[src/rtl/ysyx_22040365_ifu_pkg.sv]
// Shared constants and state encoding for the instruction fetch unit.
package ysyx_22040365_ifu_pkg;

  localparam int          IFU_PC_W     = 64;
  localparam int          IFU_INST_W   = 32;
  localparam logic [63:0] IFU_RESET_PC = 64'h0000_0000_8000_0000;
  localparam logic [31:0] IFU_INST_NOP = 32'h0000_0013;

  typedef enum logic [1:0] {
    S_IDLE = 2'd0,
    S_REQ  = 2'd1,
    S_WAIT = 2'd2,
    S_HOLD = 2'd3
  } ifu_state_t;

endpackage

[src/rtl/ysyx_22040365_pc_reg.sv]
// Architectural PC register: redirect target beats +4, which beats hold.
// Next value visible one cycle after load/inc; never stalls.
module ysyx_22040365_pc_reg
  import ysyx_22040365_ifu_pkg::*;
#(
  parameter int              PC_W     = IFU_PC_W,
  parameter logic [PC_W-1:0] RESET_PC = PC_W'(IFU_RESET_PC)
) (
  input  logic            clk,
  input  logic            rst,
  input  logic            load,
  input  logic            inc,
  input  logic [PC_W-1:0] target,
  output logic [PC_W-1:0] pc_r
);

  localparam logic [PC_W-1:0] ALIGN_MASK = ~PC_W'(3);
  localparam logic [PC_W-1:0] PC_STEP    = PC_W'(4);

  always_ff @(posedge clk) begin
    if (!rst) begin
      pc_r <= RESET_PC;
    end else if (load) begin
      pc_r <= target & ALIGN_MASK;
    end else if (inc) begin
      pc_r <= pc_r + PC_STEP;
    end
  end

endmodule

[src/rtl/ysyx_22040365_ifu.sv]
// Fetch unit: one outstanding imem request, response buffered to decode; id_valid N+k+1 after accept.
// Decode backpressure holds inst/pc in S_HOLD and blocks the next request; redirects squash in-flight fetches.
module ysyx_22040365_ifu
  import ysyx_22040365_ifu_pkg::*;
#(
  parameter int              PC_W     = IFU_PC_W,
  parameter int              INST_W   = IFU_INST_W,
  parameter logic [PC_W-1:0] RESET_PC = PC_W'(IFU_RESET_PC)
) (
  input  logic              clk,
  input  logic              rst,
  output logic              imem_req_valid,
  input  logic              imem_req_ready,
  output logic [PC_W-1:0]   imem_req_addr,
  input  logic              imem_rsp_valid,
  input  logic [INST_W-1:0] imem_rsp_data,
  input  logic              redirect_valid,
  input  logic [PC_W-1:0]   redirect_pc,
  output logic              id_valid,
  input  logic              id_ready,
  output logic [INST_W-1:0] inst,
  output logic [PC_W-1:0]   pc
);

  localparam logic [PC_W-1:0] ALIGN_MASK = ~PC_W'(3);

  ifu_state_t      state, state_n;
  logic            drop, drop_n;
  logic            fresh;
  logic [PC_W-1:0] pc_r;
  logic            pc_inc;
  logic            req_hs;
  logic            take_rsp;

  assign imem_req_valid = rst && (state == S_REQ);
  assign imem_req_addr  = pc_r & ALIGN_MASK;
  assign req_hs         = imem_req_valid && imem_req_ready;
  assign pc_inc         = (state == S_HOLD) && id_ready;
  assign take_rsp       = (state == S_WAIT) && imem_rsp_valid && !drop && !redirect_valid;

  ysyx_22040365_pc_reg #(
    .PC_W     (PC_W),
    .RESET_PC (RESET_PC)
  ) u_pc_reg (
    .clk    (clk),
    .rst    (rst),
    .load   (redirect_valid),
    .inc    (pc_inc),
    .target (redirect_pc),
    .pc_r   (pc_r)
  );

  always_ff @(posedge clk) begin
    if (!rst) begin
      state <= S_IDLE;
      drop  <= 1'b0;
    end else begin
      state <= state_n;
      drop  <= drop_n;
    end
  end

  always_comb begin
    state_n = state;
    drop_n  = drop;
    case (state)
      S_IDLE: state_n = S_REQ;
      S_REQ:  if (imem_req_ready) state_n = S_WAIT;
      S_WAIT: begin
        if (imem_rsp_valid) begin
          state_n = drop ? S_REQ : S_HOLD;
          drop_n  = 1'b0;
        end
      end
      S_HOLD: if (id_ready) state_n = S_REQ;
      default: state_n = S_IDLE;
    endcase

    // A redirect overrides everything; drop tracks whether a stale response is still owed.
    if (redirect_valid) begin
      case (state)
        S_REQ: begin
          state_n = imem_req_ready ? S_WAIT : S_REQ;
          drop_n  = imem_req_ready;
        end
        S_WAIT: begin
          state_n = imem_rsp_valid ? S_REQ : S_WAIT;
          drop_n  = !imem_rsp_valid;
        end
        default: begin
          state_n = S_REQ;
          drop_n  = 1'b0;
        end
      endcase
    end
  end

  always_ff @(posedge clk) begin
    if (!rst) begin
      id_valid <= 1'b0;
      inst     <= '0;
      pc       <= RESET_PC;
    end else if (redirect_valid) begin
      id_valid <= 1'b0;
    end else if (take_rsp) begin
      id_valid <= 1'b1;
      inst     <= imem_rsp_data;
      pc       <= pc_r;
    end else if (pc_inc) begin
      id_valid <= 1'b0;
    end
  end

  // Until the first post-reset request is accepted, a late response for a pre-reset request is tolerated.
  always_ff @(posedge clk) begin
    if (!rst) begin
      fresh <= 1'b1;
    end else if (req_hs) begin
      fresh <= 1'b0;
    end
  end

  rsp_only_in_wait: assert property (@(posedge clk) disable iff (!rst)
    imem_rsp_valid |-> (state == S_WAIT || fresh));

endmodule

[config.mk]
export PLATFORM = sky130hd
export DESIGN_NAME = ysyx_22040365_ifu
export DESIGN_NICKNAME = d
export VERILOG_FILES = /design/src/rtl/ysyx_22040365_ifu_pkg.sv /design/src/rtl/ysyx_22040365_pc_reg.sv /design/src/rtl/ysyx_22040365_ifu.sv
export SDC_FILE = /design/constraint.sdc
export NUM_CORES = 1
export LEC_CHECK = 0
export ABC_AREA = 0
export CAP_MARGIN = 20
export CELL_PAD_IN_SITES_DETAIL_PLACEMENT = 1
export CELL_PAD_IN_SITES_GLOBAL_PLACEMENT = 1
export CORE_UTILIZATION = 41
export CTS_BUF_LIST = sky130_fd_sc_hd__clkbuf_16
export DETAILED_ROUTE_END_ITERATION = 7
export DONT_BUFFER_PORTS = 1
export PLACE_DENSITY_LB_ADDON = 0.1
export SLEW_MARGIN = 40
export SYNTH_ARGS = -nofsm -noshare
export SYNTH_HDL_FRONTEND = slang
export SYNTH_SLANG_ARGS = --single-unit
[constraint.sdc]
create_clock -name clk -period 2.8 [get_ports clk]
set_clock_uncertainty 0.1 [all_clocks]
set_input_delay 0.28 -clock clk [delete_from_list [all_inputs] [get_ports clk]]
set_output_delay 0.28 -clock clk [all_outputs]
set_load 0.05 [all_outputs]
# Word level (Yosys, flattened, before mapping)
# Index checks and enable logic that the tools add are counted.
# W data, S select, Z words.
# word_totals
input_bits	102
register_bits	164
# op_classes
reduce_logical	17
add_sub_neg	1
n_eq_ne	6
n_mux	17
n_bitwise	2
# op_table
op	count
$mux W64	2
$add A64 B3 Y64 const B	1
$mux W2	7
$ne A3 B3 Y1 const B	3
$pmux W2 S4	1
$reduce_bool A2 Y1	4
$logic_and A1 B1 Y1	5
$mux W1	5
$eq A2 B2 Y1 const B	2
$pmux W2 S2	1
$reduce_and A2 Y1	2
$logic_not A1 Y1	3
$reduce_and A3 Y1	1
$eq A2 B1 Y1 const B	1
$logic_not A2 Y1	1
$not A1 Y1	2
$pmux W1 S2	1
$reduce_or A2 Y1	1

# Longest topological paths before layout
# Gate-level depths: netlist (run 1).
# depth
word_depth	5
ltp_mapped	9
ltp_nobuf	7

# Modules after synthesis
# From an unflattened synthesis (run 1), not the netlist that was laid out.
# hier_totals
cells_unflattened	952
hier_area_um2	7808.7
# by_module_without_submodules
module	instances	seq_area_each_um2	cells_each	area_per_inst_um2
ysyx_22040365_ifu	1	2001.9	460	3957.5
ysyx_22040365_pc_reg	1	1241.2	492	3851.2

# Worst setup path before layout (run 1)
# No wires, ideal clock.
# synth_timing
path_type	register to register
startpoint	register u_pc_reg.pc_r[2]
endpoint	register u_pc_reg.pc_r[60]
path_slack_ps	-280
t_required_ps	2636
n_path_buf	2
stages_incl_launch_ff	9
setup_time_ps	64
arrival_time_ps	2916
path_cell_list	dfxtp_1 > ha_1 > nand4_2 > or3_1 > buf_6 > or4_1 > buf_2 > or4b_1 > nand3_1
# synth_between
elab_chain_cells	3
# synth_rtl
item	line_no	source
start: declaration	ysyx_22040365_pc_reg.sv:14	output logic [PC_W-1:0] pc_r
start signal: assignment	ysyx_22040365_pc_reg.sv:24	pc_r <= target & ALIGN_MASK;
start signal: assignment	ysyx_22040365_pc_reg.sv:26	pc_r <= pc_r + PC_STEP;
$add A64 B3 Y64	ysyx_22040365_pc_reg.sv:26	
$mux W64	ysyx_22040365_pc_reg.sv:25	end else if (inc) begin
$mux W64	ysyx_22040365_pc_reg.sv:23	end else if (load) begin
# Every way passes these cells. The select of a mux whose other input is x is not followed.
# A chain may end at the register's enable or synchronous reset.

# Worst setup path in the final report (run 1)
# Same ends and word-level chain as after synthesis.

==> reports/metrics.cfg, run 1 <==
[status]
status = completed

[place]
dp_hpwl_mm = 17.4
place_inst = 1171
place_congestion = 0.825
io_buffers = 0
placed_area_um2 = 8090

[timing]
tightestPinTransition_ns = 0.710
max_freq_ghz = 0.377
period_share_pct = 94.8
post-route-min-period_ns = 2.65
drv_slew = 0
hold_violations = 0
setup-violations-final = 0
setup_tns_ns = 0
rsz0062_at_grt = no
slew_headroom_pct = 52.6

[detailed_routing]
post_drt_wl_per_cell_um = 20.3
vias = 7432
drtIter0Drc = 294
firstDrtPassIters = 4
final_antenna_net_count = 0
totalWireLength_mm = 26.5
via_per_inst = 5.72
drc = 0

[synth]
synth-main-ff-cell = dfxtp_1
async_flop_share_pct = 0
yosysWarnings = 0
syn_area_per_cell_um2 = 7.99
synth_cells = 936
synth_seq_area_share_pct = 42.8
synth_area_leader_cell = dfxtp_1
synth-seq-cells = 160
synth_edf_count = 0
synth.distinct_cells = 50
ys_top_cells_by_area = dfxtp_1 (43%), nand2_1 (12%), a21boi_0 (9.4%)
synth_top_area_share_pct = 42.8
syn_area_um2 = 7480

[die]
ios = 264
rows = 49
fp.dieW_um = 137
dieArea_um2 = 18800
start_util_pct = 41.8
coreArea_um2 = 17900
die_h_um = 137

[final_layout]
stdcell_count = 1300
regArea_um2 = 3220
multiInputGateArea_um2 = 3970
drive_gt1_share_pct = 11.5
num-nets-final = 1160
stdcell_area_um2 = 9640
post-route-util_pct = 53.9
area_growth_pct = 29.0
nFillCells = 2111

[worst_hold_path]
hold_start = redirect_pc[8]
min_path_type = in2reg
whs_path_depth = 2
holdPathEnd = u_pc_reg.pc_r[8]$_SDFFE_PN0P_

[power_and_ir_drop]
p_total_uw = 5700
p_leak_uw = 0.00337
vdd.ir_drop.worst_uv = 419
p_per_area_nw_per_um2 = 591

[clock_network]
root_buffer = clkbuf_16
clk_path_buf_depth = 2
cts.htree.levels = 4
cts_tree = built
cts_buffers = 17
clock_sinks = 160
clk_latency_ns = 0.43
cts_resized = 0
clk_pin_slew_worst_paths_ns = 0.07
cts_setup_buffers = 0

[job]
max-cap-violations = 0

[grt]
grt_max_degree = 160
first_global_vias = 7839
grt_usage_pct = 28.0
antenna_found_initial = 4
grt_overflow_total = 0
grt_pass1_wl_mm = 40.8

[critical_path]
crit_required_ns = 3.06
arrival_ns = 2.92
reg2reg_depth = 6
timing.rr.start = u_pc_reg.pc_r[2]$_SDFFE_PN0P_
r2r-end = u_pc_reg.pc_r[60]$_SDFFE_PN0P_
endpoint_kind = register
worstSetupPathType = reg2reg
start_kind = register
rrSetupSlack_ns = 0.15
path_max_fanout = 8

[what timing repair did]
action,4_1_cts,5_1_grt
hold endpoints to repair,160,0
setup endpoints to repair,0,0
hold buffers,93,0
[critical path: stages (launching register included)]
cell	delay [ns]
dfxtp_4	0.35
ha_1	0.23
nand4_2	0.19
or3_1	0.40
or4_1	0.65
or4b_1	0.58
nand3_1	0.09
[area by class of cell]
type / count / area share, %
clock inverters: 15 / 1.82
repair buffers: 166 / 15.9
inverters: 10 / 0.389
multi-input cells: 699 / 41.1
diodes: 4 / 0.104
clock buffers: 17 / 4.41
flip-flops and latches: 160 / 33.3
well taps: 229 / 2.97
[registers in the layout (all words and copies together) (netlist names)]
register       cells
pc                62
u_pc_reg.pc_r     62
inst              32
state              2
drop               1
id_valid           1
[routing by layer]
metal | global-route usage, % | wire length, um | up-vias
li1 | - | - | 3527
met1 | 33.2 | 11300 | 3628
met2 | 48.3 | 12800 | 243
met3 | 7.41 | 1840 | 34
met4 | 10.3 | 552 | 0
met5 | 0 | 0 | -
[cells by family (layout without fill, tap and decap cells)]
| logic type | count (synthesis) | after routing | share of synthesized area (%) |
|---|---|---|---|
| simple gates | 428 | 428 | 27.4 |
| xor+xnor | 35 | 35 | 4.10 |
| mux | 1 | 1 | 0.134 |
| buf+inv | 80 | 208 | 4.43 |
| other cells | 1 | 8 | 0.0501 |
| compound gates | 227 | 227 | 20.4 |
| fa+ha+maj | 4 | 4 | 0.669 |
| flops | 160 | 160 | 42.8 |
[synthesized netlist by cell type, types with 3 or more instances]
cell,instances
o311a_1,3
clkbuf_1,61
xor2_1,13
nand2_1,244
o211ai_1,3
a21boi_0,94
nor2_1,15
dfxtp_1,160
o211a_1,8
buf_4,4
or3_1,10
o21ai_0,59
o31ai_1,11
nand4_1,29
nor4_1,17
nand3_1,29
and3_1,11
nor3_1,12
and2_1,17
and4_1,9
ha_1,4
nand2b_1,5
nor2b_1,4
xnor2_1,22
inv_1,9
or4_1,16
a31oi_1,15
a21oi_1,22
[worst max path at each step]
stage,start,to,slack (ns),cells past startpoint
after floorplan,u_pc_reg.pc_r[7]$_SDFFE_PN0P_,u_pc_reg.pc_r[58]$_SDFFE_PN0P_,0.03,6
after global placement,u_pc_reg.pc_r[2]$_SDFFE_PN0P_,u_pc_reg.pc_r[60]$_SDFFE_PN0P_,0.21,6
after detailed placement,u_pc_reg.pc_r[2]$_SDFFE_PN0P_,u_pc_reg.pc_r[62]$_SDFFE_PN0P_,0.17,6
after CTS,u_pc_reg.pc_r[2]$_SDFFE_PN0P_,u_pc_reg.pc_r[60]$_SDFFE_PN0P_,0.15,6
after global routing,u_pc_reg.pc_r[2]$_SDFFE_PN0P_,u_pc_reg.pc_r[60]$_SDFFE_PN0P_,0.05,6
final,u_pc_reg.pc_r[2]$_SDFFE_PN0P_,u_pc_reg.pc_r[60]$_SDFFE_PN0P_,0.15,6
[layout by cell type, fill, tap and decap left out, types with 22 or more instances in the layout]
cell | Yosys | final
a21boi_0 | 94 | 94
a21oi_1 | 22 | 22
buf_4 | 4 | 70
dfxtp_1 | 160 | 154
dlygate4sd3_1 | 0 | 91
nand2_1 | 244 | 244
nand3_1 | 29 | 29
nand4_1 | 29 | 29
o21ai_0 | 59 | 59
xnor2_1 | 22 | 22
[per-stage QoR]
stage / worst slack, ns / hold WS [ns]
3_5_place_dp: 0.166 / 0.279
4_1_cts: 0.150 / 0.00222
5_1_grt: 0.0504 / 0.00846
2_1_floorplan: 0.0266 / 0.318
3_3_place_gp: 0.213 / 0.271
6_report: 0.147 / 0.0171
[power breakdown]
group | switching (uW) | total [uW] | internal [uW]
clock network | 1070 | 2420 | 1350
logic | 518 | 803 | 285
registers | 125 | 2480 | 2350
total | 1710 | 5700 | 3990
Note: power is estimated with default switching activity, not from simulation.
==> run 2, diff against run 1 <==
Settings changed: GPL_TIMING_DRIVEN set to 0.
==> run 2 against run 1 <==
Compared with the run above: the flow now finishes with violations (negative setup slack); final area shrank 2.2%; power shrank 2.7%; flip-flop and latch count is the same; utilization shrank 1.2 points; fmax shrank 5.5%; critical path depth is the same; first-iteration DRC count grew 22%; global-route usage grew 0.28 points; die area is the same; worst hold slack lost 0.0087 ns; clock power shrank 4%; critical endpoint is now u_pc_reg.pc_r[58]$_SDFFE_PN0P_; highest routed layer unchanged.
==> reports/metrics.cfg, run 2 (synthesized netlist as in run 1, its figures left out) <==
[detailed_routing]
vias = 7268  ; was 7432
final_antenna_net_count = 0  ; unchanged
drtIter0Drc = 359  ; was 294
drc = 0  ; unchanged
firstDrtPassIters = 5  ; was 4
totalWireLength_mm = 26.7  ; was 26.5 mm
post_drt_wl_per_cell_um = 20.6  ; was 20.3 um
via_per_inst = 5.62  ; was 5.72

[grt]
antenna_found_initial = 2  ; was 4
first_global_vias = 7235  ; was 7839
grt_pass1_wl_mm = 40.4  ; was 40.8 mm
grt_usage_pct = 28.3  ; was 28.0%
grt_max_degree = 17  ; was 160
grt_overflow_total = 0  ; unchanged

[power_and_ir_drop]
p_sw_uw = 1660  ; was 1710 uW
vdd.ir_drop.worst_uv = 417  ; was 419 uV
combPwrFrac_pct = 8.4  ; was 14.1%
p_int_uw = 3890  ; was 3990 uW
p_clk_share_pct = 41.9  ; was 42.4%
sw_frac_of_total_pct = 29.9  ; was 30.0%
power_frac_seq_pct = 49.7  ; was 43.5%
p_per_area_nw_per_um2 = 588  ; was 591 nW/um^2
p_leak_uw = 0.00312  ; was 0.00337 uW

[die]
dieArea_um2 = 18800  ; unchanged
rows = 49  ; unchanged
fp.dieW_um = 137  ; unchanged
ios = 264  ; unchanged
die_h_um = 137  ; unchanged
coreArea_um2 = 17900  ; unchanged
start_util_pct = 41.8  ; unchanged

[timing]
period_share_pct = 100  ; was 94.8%
setup-violations-final = 1  ; was 0
post-route-min-period_ns = 2.81  ; was 2.65 ns
slew_headroom_pct = 43.9  ; was 52.6%
max_freq_ghz = 0.356  ; was 0.377 GHz
hold_violations = 0  ; unchanged
tightestPinTransition_ns = 0.840  ; was 0.710 ns
drv_slew = 0  ; unchanged
timing.final.ws_setup_ns = -0.00687  ; was 0.147 ns
hold_ws_ns = 0.00847  ; was 0.0171 ns

[final_layout]
layout_common_cells = nand2_1 (244), dfxtp_1 (121), a21boi_0 (94), dlygate4sd3_1 (89), o21ai_0 (59)  ; was nand2_1 (244), dfxtp_1 (154), a21boi_0 (94), dlygate4sd3_1 (91), buf_4 (70)
top_regs = pc (62), u_pc_reg.pc_r (62), inst (32)  ; unchanged
layout_commonest_cell = nand2_1  ; unchanged
num-nets-final = 1156  ; was 1160
regArea_um2 = 3280  ; was 3220 um^2
stdcell_area_um2 = 9430  ; was 9640 um^2
drive_gt1_share_pct = 9.31  ; was 11.5%
nFillCells = 2184  ; was 2111
area_growth_pct = 26.1  ; was 29.0%
multiInputGateArea_um2 = 4030  ; was 3970 um^2
post-route-util_pct = 52.7  ; was 53.9%

[critical_path]
crit_chain = nand4_1 > buf_4 > or3_1 > or4b_1 > or4_1 > nand3_1  ; was ha_1 > nand4_2 > or3_1 > or4_1 > or4b_1 > nand3_1
cpPeakStageDelay_ns = 0.64  ; was 0.65 ns
endpoint_kind = register  ; unchanged
r2r-end = u_pc_reg.pc_r[58]$_SDFFE_PN0P_  ; was u_pc_reg.pc_r[60]$_SDFFE_PN0P_
crit_required_ns = 3.06  ; about the same
arrival_ns = 3.07  ; was 2.92 ns
reg2reg_depth = 6  ; unchanged
start_kind = register  ; unchanged
timing.rr.start = u_pc_reg.pc_r[16]$_SDFFE_PN0P_  ; was u_pc_reg.pc_r[2]$_SDFFE_PN0P_
critPathSlowestCell = or4b_1  ; was or4_1
critPathBufInv = 1  ; was 0
path_delay_family = simple AND/OR/NAND/NOR gates  ; unchanged
rrSetupSlack_ns = -0.007  ; was 0.15 ns
path_max_fanout = 5  ; was 8
worstSetupPathType = reg2reg  ; unchanged

[place]
place_congestion = 0.838  ; was 0.825
io_buffers = 0  ; unchanged
dp_hpwl_mm = 18.9  ; was 17.4 mm
placed_area_um2 = 7790  ; was 8090 um^2

[worst_hold_path]
holdPathEnd = u_pc_reg.pc_r[17]$_SDFFE_PN0P_  ; was u_pc_reg.pc_r[8]$_SDFFE_PN0P_
min_path_type = in2reg  ; unchanged
hold_start = redirect_pc[17]  ; was redirect_pc[8]
whs_path_depth = 2  ; unchanged

[status]
violations = negative setup slack
status = finished, violations left  ; was completed

[clock_network]
cts.htree.levels = 4  ; unchanged
clk_path_buf_depth = 2  ; unchanged
cts_buffers = 17  ; unchanged
cts_tree = built  ; unchanged
clock_sinks = 160  ; unchanged
clk_latency_ns = 0.43  ; about the same
root_buffer = clkbuf_16  ; unchanged
clk_pin_slew_worst_paths_ns = 0.06  ; was 0.07 ns

[job]
max-cap-violations = 0  ; unchanged

[run 2: cell types whose count changed in the layout (fill, tap and decap cells not counted), sizes merged]
cell	before	now
clkbuf	17	78
inv	18	15
clkinvlp	0	3
dlygate4sd3	91	89
diode	4	2
buf	75	12
[run 2: routing by layer]
metal  part of all wire [%]  up-vias  global-route usage (%)  routed length [um]
li1                       -     3517                       -                   -
met1                     45     3493                    36.0               11900
met2                     47      234                    46.7               12500
met3                    7.3       24                    7.26                1930
met4                    1.3        0                    8.61                 359
met5                      0        -                       0                   0
[run 2: worst register-to-register path: stages (launching register included)]
cell and delay (ns):
dfxtp_2 0.55, nand4_1 0.16, buf_4 0.19, or3_1 0.46, or4b_1 0.64, or4_1 0.55
nand3_1 0.09
[run 2: what timing repair did]
item | CTS | global route
buffers inserted | 3 | 1
setup endpoints to repair | 33 | 71
resized for setup | 38 | 27
pin swaps | 2 | 5
hold buffers | 89 | 0
hold endpoints to repair | 89 | 0
[run 2: power by group through the flow]
stage | Combinational, uW | Clock, uW | Sequential [uW]
after floorplan | 269 | 0 | 2740
after global placement | 350 | 0 | 2800
after detailed placement | 355 | 0 | 2800
after CTS | 465 | 2360 | 2750
after global routing | 517 | 2440 | 2770
final | 466 | 2320 | 2760
[run 2: worst max path at each step]
| stage | startpoint | end | slack, ns | cells after the start |
|---|---|---|---|---|
| floorplan | u_pc_reg.pc_r[7]$_SDFFE_PN0P_ | u_pc_reg.pc_r[58]$_SDFFE_PN0P_ | 0.03 | 6 |
| global placement | u_pc_reg.pc_r[31]$_SDFFE_PN1P_ | u_pc_reg.pc_r[58]$_SDFFE_PN0P_ | -0.57 | 5 |
| detailed placement | u_pc_reg.pc_r[31]$_SDFFE_PN1P_ | u_pc_reg.pc_r[58]$_SDFFE_PN0P_ | -0.57 | 5 |
| finish | u_pc_reg.pc_r[16]$_SDFFE_PN0P_ | u_pc_reg.pc_r[58]$_SDFFE_PN0P_ | -0.007 | 6 |
| global route | u_pc_reg.pc_r[16]$_SDFFE_PN0P_ | u_pc_reg.pc_r[61]$_SDFFE_PN0P_ | -0.02 | 7 |
| CTS | u_pc_reg.pc_r[2]$_SDFFE_PN0P_ | u_pc_reg.pc_r[60]$_SDFFE_PN0P_ | -0.02 | 8 |
[run 2: through the flow]
stage               worst slack, ns  setup TNS [ns]  instances  power [uW]
global route                -0.0240          -0.106       1293        5730
CTS                         -0.0166         -0.0295       1292        5570
detailed placement           -0.567           -8.08       1168        3160
finish                     -0.00687        -0.00687       1294        5540
global placement             -0.573           -8.22       1168        3150
floorplan                    0.0266               0        939        3010
[run 2: final cells by class]
class	instances	share of cell area [%]
buffer	69	3.13
timing repair buffer	93	9.77
multi-input combinational	699	42.8
sequential	160	34.8
tap	229	3.04
clock buffer	17	4.51
clock inverter	15	1.55
antenna	2	0.0531
inverter	10	0.398
==> run 3, diff against run 2 <==
Settings changed: SETUP_SLACK_MARGIN set to 0.5.
==> run 3 against run 2 <==
Compared with the run above: the run now ends clean; worst setup slack better by 0.078 ns; clock power is 6% lower; fmax is 2.9% higher; final area rose by 8.9%; global-route usage is 1.3 points higher; critical path type unchanged; critical endpoint is now u_pc_reg.pc_r[60]$_SDFFE_PN0P_; highest routed layer unchanged.
==> reports/metrics.cfg, run 3 (synthesized netlist as in run 1, its figures left out) <==
[status]
status = completed  ; was finished, violations left

[grt]
grt_max_degree = 17  ; unchanged
antenna_found_initial = 2  ; unchanged
globalRoute.busiestLayer = met2  ; unchanged
grt_overflow_total = 0  ; unchanged
grt_use_met1_pct = 36.6  ; was 36.0%
first_global_vias = 7699  ; was 7235
grt_util_met2_pct = 50.0  ; was 46.7%
grt_pass1_wl_mm = 42.5  ; was 40.4 mm
grt_use_met3_pct = 7.11  ; was 7.26%
grt_usage_pct = 29.6  ; was 28.3%

[clock_network]
clk_path_buf_depth = 2  ; unchanged
root_buffer = clkbuf_16  ; unchanged
cts_tree = built  ; unchanged
cts_buffers = 17  ; unchanged
clk_latency_ns = 0.43  ; about the same
clk_pin_slew_worst_paths_ns = 0.07  ; was 0.06 ns
clock_sinks = 160  ; unchanged
cts.htree.levels = 4  ; unchanged

[detailed_routing]
final_antenna_net_count = 0  ; unchanged
post_drt_wl_per_cell_um = 21.9  ; was 20.6 um
vias = 7669  ; was 7268
firstDrtPassIters = 5  ; unchanged
via_per_inst = 5.78  ; was 5.62
totalWireLength_mm = 29.1  ; was 26.7 mm
drtIter0Drc = 445  ; was 359
drc = 0  ; unchanged

[critical_path]
crit_chain = ha_4 > nand4_4 > or3_1 > buf_6 > or4_4 > buf_6 > or4b_1 > nand3_1  ; was nand4_1 > buf_4 > or3_1 > or4b_1 > or4_1 > nand3_1
crit_top_cell = buf_6
arrival_ns = 2.99  ; was 3.07 ns
start_kind = register  ; unchanged
crit_required_ns = 3.07  ; was 3.06 ns
worstSetupPathType = reg2reg  ; unchanged
cpPeakStageDelay_ns = 0.51  ; was 0.64 ns
critPathBufInv = 2  ; was 1
critPathSlowestCell = dfxtp_4  ; was or4b_1
path_delay_family = simple AND/OR/NAND/NOR gates  ; unchanged
endpoint_kind = register  ; unchanged
path_max_fanout = 8  ; was 5

[final_layout]
drive_gt1_share_pct = 19.3  ; was 9.31%
layout_common_cells = nand2_1 (244), dfxtp_1 (104), a21boi_0 (94), dlygate4sd3_1 (88), o21ai_0 (58)  ; was nand2_1 (244), dfxtp_1 (121), a21boi_0 (94), dlygate4sd3_1 (89), o21ai_0 (59)
stdcell_area_um2 = 10300  ; was 9430 um^2
layout_commonest_cell = nand2_1  ; unchanged
num-nets-final = 1188  ; was 1156
post-route-util_pct = 57.3  ; was 52.7%
top_regs = pc (62), u_pc_reg.pc_r (62), inst (32)  ; unchanged
area_growth_pct = 37.2  ; was 26.1%

[die]
fp.dieW_um = 137  ; unchanged
ios = 264  ; unchanged
die_h_um = 137  ; unchanged
dieArea_um2 = 18800  ; unchanged
coreArea_um2 = 17900  ; unchanged
start_util_pct = 41.8  ; unchanged
rows = 49  ; unchanged

[timing]
setup-violations-final = 0  ; was 1
slew_headroom_pct = 48.8  ; was 43.9%
tightestPinTransition_ns = 0.767  ; was 0.840 ns
max_freq_ghz = 0.367  ; was 0.356 GHz
period_share_pct = 97.4  ; was 100%
timing.final.ws_setup_ns = 0.0716  ; was -0.00687 ns
rsz0062_at_grt = yes
post-route-min-period_ns = 2.73  ; was 2.81 ns
hold_violations = 0  ; unchanged
drv_slew = 0  ; unchanged

[place]
io_buffers = 0  ; unchanged
place_congestion = 0.809  ; was 0.838
placed_area_um2 = 7890  ; was 7790 um^2
pre_cts_slack_ns = -0.0993  ; was -0.567 ns
dp_hpwl_mm = 19.1  ; was 18.9 mm

[power_and_ir_drop]
p_leak_uw = 0.00361  ; was 0.00312 uW
p_per_area_nw_per_um2 = 530  ; was 588 nW/um^2
vdd.ir_drop.worst_uv = 406  ; was 417 uV

[job]
max-cap-violations = 0  ; unchanged

[worst_hold_path]
min_path_type = in2reg  ; unchanged

run 3: cell count changes in the layout (fill, tap and decap cells not counted), sizes merged, moves of 2 or more:
cell / delta
clkbuf: -6
clkinv: +2
bufinv: -2
buf: +39
run 3: power by group:
| part | internal [uW] | switching [uW] |
|---|---|---|
| combinational | 231 | 268 |
| clock | 1150 | 1040 |
| sequential | 2350 | 406 |
| total | 3730 | 1710 |
run 3: tightest hold or removal path: cells and delay by family:
kind	cells	cell delay, ns
compound gates	1	0.06
simple gates	3	0.16
run 3: final timing paths:
check	startpoint	slack [ns]	depth (start not counted)	end
worst min register to register	drop$_SDFFE_PN0P_	0.43	2	drop$_SDFFE_PN0P_
worst max-delay path	u_pc_reg.pc_r[2]$_SDFFE_PN0P_	0.07	8	u_pc_reg.pc_r[60]$_SDFFE_PN0P_
worst max register to register	u_pc_reg.pc_r[2]$_SDFFE_PN0P_	0.07	8	u_pc_reg.pc_r[60]$_SDFFE_PN0P_
worst min-delay path	redirect_pc[56]	0.004	4	u_pc_reg.pc_r[56]$_SDFFE_PN0P_
run 3: layout make-up:
| cell class | count | area [um^2] |
|---|---|---|
| antenna | 3 | 7.51 |
| sequential | 160 | 3360 |
| buffer | 70 | 364 |
| fill | 2121 | 7640 |
| clock buffer | 17 | 425 |
| timing repair buffer | 124 | 1230 |
| multi-input combinational | 699 | 4440 |
| tap | 229 | 287 |
| clock inverter | 15 | 113 |
| inverter | 10 | 37.5 |
run 3: routing by layer:
metal / wire (um) / share of wire [%]
met5: 0 / 0
met4: 527 / 1.8
met1: 12100 / 42
met2: 14200 / 49
met3: 2300 / 7.9
run 3: timing repair:
item | 4_1_cts | 5_1_grt
endpoints found under the hold margin | 87 | 1
pin swaps | 30 | 46
setup buffers | 25 | 11
gates resized for setup | 103 | 75
hold buffers | 87 | 1
setup endpoints to repair | 101 | 107
run 3: per-stage QoR:
step	instances	hold WS [ns]	total power [uW]	TNS [ns]
floorplan	939	0.317	3020	0
global placement	1168	0.319	3160	-0.132
detailed placement	1168	0.322	3160	-0.150
CTS	1312	0.00117	5430	0
global route	1325	0.0127	5630	0
finish	1327	0.00441	5440	0
